[src/rtl/flash_cmd_pkg.sv]
// SPI flash opcodes shared with pmod_sf3, plus the record sequencer state encoding.
package flash_cmd_pkg;

    localparam logic [7:0] CMD_READ = 8'h03;
    localparam logic [7:0] CMD_WREN = 8'h06;
    localparam logic [7:0] CMD_PP   = 8'h02;
    localparam logic [7:0] CMD_RDSR = 8'h05;

    localparam logic [3:0] ST_IDLE      = 4'd0;
    localparam logic [3:0] ST_WREN_GO   = 4'd1;
    localparam logic [3:0] ST_WREN_WAIT = 4'd2;
    localparam logic [3:0] ST_PP_GO     = 4'd3;
    localparam logic [3:0] ST_PP_WAIT   = 4'd4;
    localparam logic [3:0] ST_RD_GO     = 4'd5;
    localparam logic [3:0] ST_RD_WAIT   = 4'd6;
    localparam logic [3:0] ST_NEXT      = 4'd7;
    localparam logic [3:0] ST_FINISH    = 4'd8;

    typedef enum logic [3:0] {
        IDLE      = ST_IDLE,
        WREN_GO   = ST_WREN_GO,
        WREN_WAIT = ST_WREN_WAIT,
        PP_GO     = ST_PP_GO,
        PP_WAIT   = ST_PP_WAIT,
        RD_GO     = ST_RD_GO,
        RD_WAIT   = ST_RD_WAIT,
        NEXT      = ST_NEXT,
        FINISH    = ST_FINISH
    } state_t;

    function automatic logic is_wait(input state_t s);
        return (s == WREN_WAIT) || (s == PP_WAIT) || (s == RD_WAIT);
    endfunction

    // Commands whose transaction hands a byte back on data_out.
    function automatic logic cmd_returns_data(input logic [7:0] cmd);
        return (cmd == CMD_READ) || (cmd == CMD_RDSR);
    endfunction

endpackage

[src/rtl/record_buffer.sv]
// Record register file: host write port plus registered host read, and a sequencer
// write port (priority over host) with a combinational sequencer read.
module record_buffer #(
    parameter int unsigned RECORD_BYTES = 8
) (
    input  logic       clk,
    input  logic       reset,
    input  logic       host_we_i,
    input  logic [3:0] host_addr_i,
    input  logic [7:0] host_wdata_i,
    output logic [7:0] host_rdata_o,
    input  logic       seq_we_i,
    input  logic [3:0] seq_waddr_i,
    input  logic [7:0] seq_wdata_i,
    input  logic [3:0] seq_raddr_i,
    output logic [7:0] seq_rdata_o
);

    logic [7:0] mem_q [RECORD_BYTES];
    logic [7:0] rdata_q;
    logic [7:0] rdata_d;

    // Address decode by compare keeps out-of-range indices harmless: writes miss, reads give 0.
    always_comb begin
        rdata_d     = 8'h00;
        seq_rdata_o = 8'h00;
        for (int i = 0; i < int'(RECORD_BYTES); i++) begin
            if (host_addr_i == 4'(i)) rdata_d = mem_q[i];
            if (seq_raddr_i == 4'(i)) seq_rdata_o = mem_q[i];
        end
    end

    always_ff @(posedge clk) begin
        if (reset) begin
            for (int i = 0; i < int'(RECORD_BYTES); i++) mem_q[i] <= 8'h00;
            rdata_q <= 8'h00;
        end else begin
            for (int i = 0; i < int'(RECORD_BYTES); i++) begin
                if (seq_we_i && (seq_waddr_i == 4'(i))) begin
                    mem_q[i] <= seq_wdata_i;
                end else if (host_we_i && (host_addr_i == 4'(i))) begin
                    mem_q[i] <= host_wdata_i;
                end
            end
            rdata_q <= rdata_d;
        end
    end

    assign host_rdata_o = rdata_q;

endmodule

[src/rtl/flash_record_ctrl.sv]
// Saves/loads a small game record to SPI flash, one single-byte pmod_sf3 transaction
// at a time (WREN+PP per byte on save, READ per byte on load).
module flash_record_ctrl #(
    parameter int unsigned RECORD_BYTES   = 8,
    parameter logic [23:0] BASE_ADDR      = 24'h000000,
    parameter int unsigned TIMEOUT_CYCLES = 1000000
) (
    input  logic        clk,
    input  logic        reset,
    input  logic        save_req,
    input  logic        load_req,
    input  logic        buf_we,
    input  logic [3:0]  buf_addr,
    input  logic [7:0]  buf_wdata,
    output logic [7:0]  buf_rdata,
    output logic        busy,
    output logic        op_done,
    output logic        op_err,
    output logic        flash_start,
    output logic [7:0]  flash_cmd,
    output logic [23:0] flash_addr,
    output logic [7:0]  flash_data_in,
    output logic [7:0]  flash_len,
    input  logic [7:0]  flash_data_out,
    input  logic        flash_done
);
    import flash_cmd_pkg::*;

    localparam int unsigned      CNT_W    = $clog2(TIMEOUT_CYCLES + 1);
    localparam logic [CNT_W-1:0] CNT_LAST = CNT_W'(TIMEOUT_CYCLES - 1);
    localparam logic [3:0]       IDX_LAST = 4'(RECORD_BYTES - 1);

    state_t           state_q, state_d;
    logic [3:0]       idx_q, idx_d;
    logic [CNT_W-1:0] cnt_q, cnt_d;
    logic             save_q, save_d;
    logic [7:0]       cmd_q;
    logic [23:0]      addr_q;
    logic [7:0]       din_q;
    logic             timeout_hit;
    logic             seq_we;
    logic             host_we;
    logic [7:0]       seq_rdata;

    assign timeout_hit = is_wait(state_q) && !flash_done && (cnt_q == CNT_LAST);

    always_ff @(posedge clk) begin
        if (reset) begin
            state_q <= IDLE;
            idx_q   <= 4'd0;
            cnt_q   <= '0;
            save_q  <= 1'b0;
        end else begin
            state_q <= state_d;
            idx_q   <= idx_d;
            cnt_q   <= cnt_d;
            save_q  <= save_d;
        end
    end

    always_comb begin
        state_d = state_q;
        idx_d   = idx_q;
        cnt_d   = cnt_q;
        save_d  = save_q;
        case (state_q)
            IDLE: begin
                if (save_req) begin
                    state_d = WREN_GO;
                    idx_d   = 4'd0;
                    save_d  = 1'b1;
                end else if (load_req) begin
                    state_d = RD_GO;
                    idx_d   = 4'd0;
                    save_d  = 1'b0;
                end
            end
            WREN_GO: begin
                state_d = WREN_WAIT;
                cnt_d   = '0;
            end
            PP_GO: begin
                state_d = PP_WAIT;
                cnt_d   = '0;
            end
            RD_GO: begin
                state_d = RD_WAIT;
                cnt_d   = '0;
            end
            WREN_WAIT, PP_WAIT, RD_WAIT: begin
                if (flash_done) begin
                    state_d = (state_q == WREN_WAIT) ? PP_GO : NEXT;
                end else if (timeout_hit) begin
                    state_d = IDLE;
                end else begin
                    cnt_d = cnt_q + 1'b1;
                end
            end
            NEXT: begin
                if (idx_q == IDX_LAST) begin
                    state_d = FINISH;
                end else begin
                    idx_d   = idx_q + 4'd1;
                    state_d = save_q ? WREN_GO : RD_GO;
                end
            end
            FINISH:  state_d = IDLE;
            default: state_d = IDLE;
        endcase
    end

    always_comb begin
        flash_start = 1'b0;
        op_done     = 1'b0;
        op_err      = 1'b0;
        seq_we      = 1'b0;
        busy        = (state_q != IDLE);
        case (state_q)
            WREN_GO, PP_GO, RD_GO: flash_start = 1'b1;
            RD_WAIT:               seq_we      = flash_done;
            FINISH:                op_done     = 1'b1;
            default: ;
        endcase
        if (timeout_hit) begin
            op_done = 1'b1;
            op_err  = 1'b1;
        end
    end

    // Transaction fields load on entry to a *_GO state and hold through the wait.
    always_ff @(posedge clk) begin
        if (reset) begin
            cmd_q  <= 8'h00;
            addr_q <= BASE_ADDR;
            din_q  <= 8'h00;
        end else begin
            case (state_d)
                WREN_GO: begin
                    cmd_q  <= CMD_WREN;
                    addr_q <= BASE_ADDR + {20'd0, idx_d};
                    din_q  <= 8'h00;
                end
                PP_GO: begin
                    cmd_q  <= CMD_PP;
                    addr_q <= BASE_ADDR + {20'd0, idx_d};
                    din_q  <= seq_rdata;
                end
                RD_GO: begin
                    cmd_q  <= CMD_READ;
                    addr_q <= BASE_ADDR + {20'd0, idx_d};
                    din_q  <= 8'h00;
                end
                default: ;
            endcase
        end
    end

    assign flash_cmd     = cmd_q;
    assign flash_addr    = addr_q;
    assign flash_data_in = din_q;
    assign flash_len     = 8'd1;
    assign host_we       = buf_we && !busy;

    record_buffer #(
        .RECORD_BYTES(RECORD_BYTES)
    ) u_buf (
        .clk         (clk),
        .reset       (reset),
        .host_we_i   (host_we),
        .host_addr_i (buf_addr),
        .host_wdata_i(buf_wdata),
        .host_rdata_o(buf_rdata),
        .seq_we_i    (seq_we),
        .seq_waddr_i (idx_q),
        .seq_wdata_i (flash_data_out),
        .seq_raddr_i (idx_d),
        .seq_rdata_o (seq_rdata)
    );

endmodule

[config.mk]
export PLATFORM = sky130hd
export DESIGN_NAME = flash_record_ctrl
export DESIGN_NICKNAME = d
export VERILOG_FILES = /design/src/rtl/flash_cmd_pkg.sv /design/src/rtl/record_buffer.sv /design/src/rtl/flash_record_ctrl.sv
export SDC_FILE = /design/constraint.sdc
export NUM_CORES = 1
export LEC_CHECK = 0
export ABC_CLOCK_PERIOD_IN_PS = 2700
export BUFFER_PORTS_ARGS = -buffer_cell sky130_fd_sc_hd__buf_2
export CORE_ASPECT_RATIO = 0.7
export CORE_MARGIN = 2
export CORE_UTILIZATION = 51
export DETAILED_ROUTE_END_ITERATION = 16
export PLACE_DENSITY = 0.74
export SLEW_MARGIN = 25
export SYNTH_ARGS = -nofsm -noshare
export SYNTH_HDL_FRONTEND = slang
export SYNTH_SLANG_ARGS = --single-unit
export TNS_END_PERCENT = 100
[constraint.sdc]
create_clock -name clk -period 2.7 [get_ports clk]
set_input_delay 0.135 -clock clk [delete_from_list [all_inputs] [get_ports clk]]
set_output_delay 0.135 -clock clk [all_outputs]
set_load 0.005 [all_outputs]
==> impl_metrics.yaml <==
clock_network:
  cts_tree: "built"
  cts_setup_buffers: 0
  path_clk_slew_ns: 0.06
  clock_latency_ns: 0.42
  cts_max_path_buffers: 2
  numCtsBuffers: 17
  cts.sinks: 116
  root_buffer: "clkbuf_16"
  h-tree-depth: 4
detailed_routing:
  wl_per_cell_um: 22.5
  first_pass_iters: 6
  ant_nets: 0
  drc: 0
  drtIter0Drc: 961
  drt-vias-per-instance: 6.44
  vias: 6139
  wl_mm: 21.5
final_layout:
  syn_to_final_growth_pct: 14.9
  insertedDiodeCount: 0
  fill_cells: 1095
  layout-drive-gt1-share_pct: 21.5
  finalInstanceArea_um2: 7910
  nets: 787
floorplanning:
  die_w_um: 143
  core_area_um2: 13200
  die_height_um: 101
  initial_core_util_pct: 52.3
  fp-row-count: 35
  dieArea_um2: 14500
  pin_count: 86
worst_setup_path:
  end_kind: "register"
  criticalPathCategory: "register to register"
  critPathLaunchType: "register"
  required_ns: 2.78
  cp.arrival_ns: 2.63
  path_max_fanout: 8
power:
  power_frac_comb_pct: 16.5
  p_clk_share_pct: 44.5
  pwr-share-seq_pct: 39.0
  finalPower_mw: 5.45
  cellPowerDensity_nw_per_um2: 689
  ir_worst_vdd_v: 0.000440
  power_switching_mw: 1.56
  p_leak_nw: 3.03
  swShare_pct: 28.7
  internal_power_mw: 3.89
logic_synthesis:
  synth_xor_area_share_pct: 2.03
  yosysTopAreaCell: "edfxtp_1"
  synthCells: 712
  synth_edf_count: 64
  avgSynthCellArea_um2: 9.68
  yosys-top-cells-count: "70 x nor2_1, 64 x edfxtp_1, 52 x dfxtp_1"
  synth_cell_type_count: 77
  synth.most_common_cell: "nor2_1"
  ys_seq_elements: 116
  yosysWarningCount: 0
  synth-compound-area-share_pct: 21.9
  ys.flop_type: "edfxtp_1"
  seq_area_frac_synth_pct: 43.0
  yosysTopAreaCellShare_pct: 27.9
  synthSimpleGateAreaFrac_pct: 16.7
  synthTopCellsByArea: "edfxtp_1 28%, dfxtp_1 15%, mux2i_1 5.7%, a22o_1 5.6%, buf_4 3.8%"
  synth_top_family_by_area: "compound AO/OA/AOI/OAI gates"
  ys_async_sr_fraction_pct: 0
  synthMuxAreaShare_pct: 7.14
  synth_area_um2: 6890
  yosys.area_share.adder_pct: 0.908
timing:
  clock_skew_ns: 0.00881
  finalSetupViolCount: 0
  fin_ws_ns: 0.144
  worst_pin_slew_ns: 0.663
  final-max-slew-violation-count: 0
  maxSlewHeadroom_pct: 55.4
  post-route-period-util_pct: 94.7
  period_needed_ns: 2.56
  max_freq_mhz: 391
  rsz0062_at_grt: "true"
  hold_viol_final: 0
  setup_tns_ns: 0
  holdWs_ns: 0.0514
placed_design:
  portBuffers: 52
  gp_congestion: 1.04
  dpl_worst_slack_ns: 0.0667
  post_dp_cell_area_um2: 7260
  hpwl_mm: 16.0
status:
  status: "complete, no violations"
global_route:
  antenna_found_initial: 0
  grt_pass1_vias: 5317
  track_usage_pct: 29.8
  grt_max_degree: 49
  grt_overflow: 0
  grt_pass1_wl_mm: 32.0
hold_path:
  hold_path.class: "primary input to register"
run:
  maxCapViolCount: 0
state kept, by name (all words and copies together), names as in the netlist:
| register | cells |
|---|---|
| u_buf.host_rdata_o | 8 |
| state_q | 4 |
| cnt_q | 20 |
| flash_data_in | 8 |
| save_q | 1 |
| idx_q | 4 |
| flash_addr | 4 |
| flash_cmd | 3 |
| u_buf.mem_q | 64 |
worst max-delay path, stage by stage, from the launching register on:
cell	delay [ns]
dfxtp_1	0.50
nand2_1	0.15
or4b_2	0.69
nor2b_1	0.25
and2_1	0.26
or3_1	0.36
kinds of logic (layout without fill, tap and decap cells):
kind of cell / Yosys count / count (layout)
buffers and inverters: 110 / 136
multiplexers: 48 / 48
AND/OR/NAND/NOR: 223 / 223
adder cells (fa/ha/maj): 5 / 5
AO/OA/AOI/OAI: 192 / 192
flip-flops: 116 / 116
other: 2 / 33
XOR/XNOR: 16 / 16
per-stage QoR:
step	instances	util, %
2_1_floorplan	743	-
3_3_place_gp	921	55.0
3_5_place_dp	921	55.0
4_1_cts	954	59.9
5_1_grt	954	60.0
6_report	954	60.0
layout make-up:
cell class	instances	area, um^2	area share [%]
sequential	116	2970	37.5
multi-input combinational	517	3500	44.2
clock inverter	14	201	2.55
timing repair buffer	87	526	6.64
tap	185	231	2.92
inverter	17	63.8	0.806
clock buffer	18	429	5.42
layout by cell type, fill, tap and decap left out, types with 4 or more instances in the layout:
master     synthesis  layout
buf_4             35      34
xor2_1            12      12
conb_1             2      33
edfxtp_1          64      64
buf_2             10      52
and3_1            11      11
dfxtp_1           52      50
and2_1             7       6
a2bb2oi_1          6       6
a22o_1            44      43
mux2_2             9       9
nor3_1            14      14
o211ai_1           4       4
xnor2_1            4       4
mux2i_1           39      39
a221oi_1          18      18
a21oi_2            4       4
nor2_1            70      70
o22ai_1            8       8
clkbuf_16          0      17
nand2_1           41      41
a22oi_1           13      13
nand3_1           25      25
nand4_1           10      10
nor2b_1            6       6
o21ai_0           17      17
nand2b_1           6       5
a211oi_1          14      14
ha_1               5       5
bufinv_16          0       4
clkinv_4           0       4
or2_2              5       5
inv_1             17      17
a21oi_1           24      24
or3_1              5       5
timing repair:
action | CTS | global route
gates resized for setup | 0 | 7
endpoints found under the hold margin | 1 | 0
hold buffers | 1 | 0
endpoints found under the setup margin | 0 | 30
path summary, 6_finish.rpt:
| path | startpoint | depth (start not counted) | to | slack (ns) |
|---|---|---|---|---|
| max | state_q[2]$_SDFF_PP0_ | 5 | u_buf.mem_q[0][38]$_SDFFCE_PN0P_ | 0.14 |
| min | load_req | 4 | save_q$_SDFFE_PP0P_ | 0.05 |
| max reg2reg | state_q[2]$_SDFF_PP0_ | 5 | u_buf.mem_q[0][38]$_SDFFCE_PN0P_ | 0.14 |
| min reg2reg | flash_addr[2]$_SDFFE_PP0P_ | 2 | flash_addr[2]$_SDFFE_PP0P_ | 0.45 |
power by group through the flow:
stage	registers [mW]	logic [mW]	clock network [mW]
after floorplan	2.08	0.675	0
after global placement	2.14	0.861	0
after detailed placement	2.15	0.878	0
after CTS	2.11	0.883	2.43
after global routing	2.13	0.992	2.52
final	2.12	0.901	2.43
per-layer routing:
| metal | share of wire (%) | GRT usage [%] | vias up |
|---|---|---|---|
| met5 | 0 | 0 | - |
| met4 | 1.3 | 6.17 | 0 |
| met3 | 14 | 9.60 | 31 |
| met2 | 40 | 40.5 | 451 |
| met1 | 44 | 46.1 | 2945 |
| li1 | - | - | 2712 |
No activity file was read; power rests on OpenSTA's default activity.
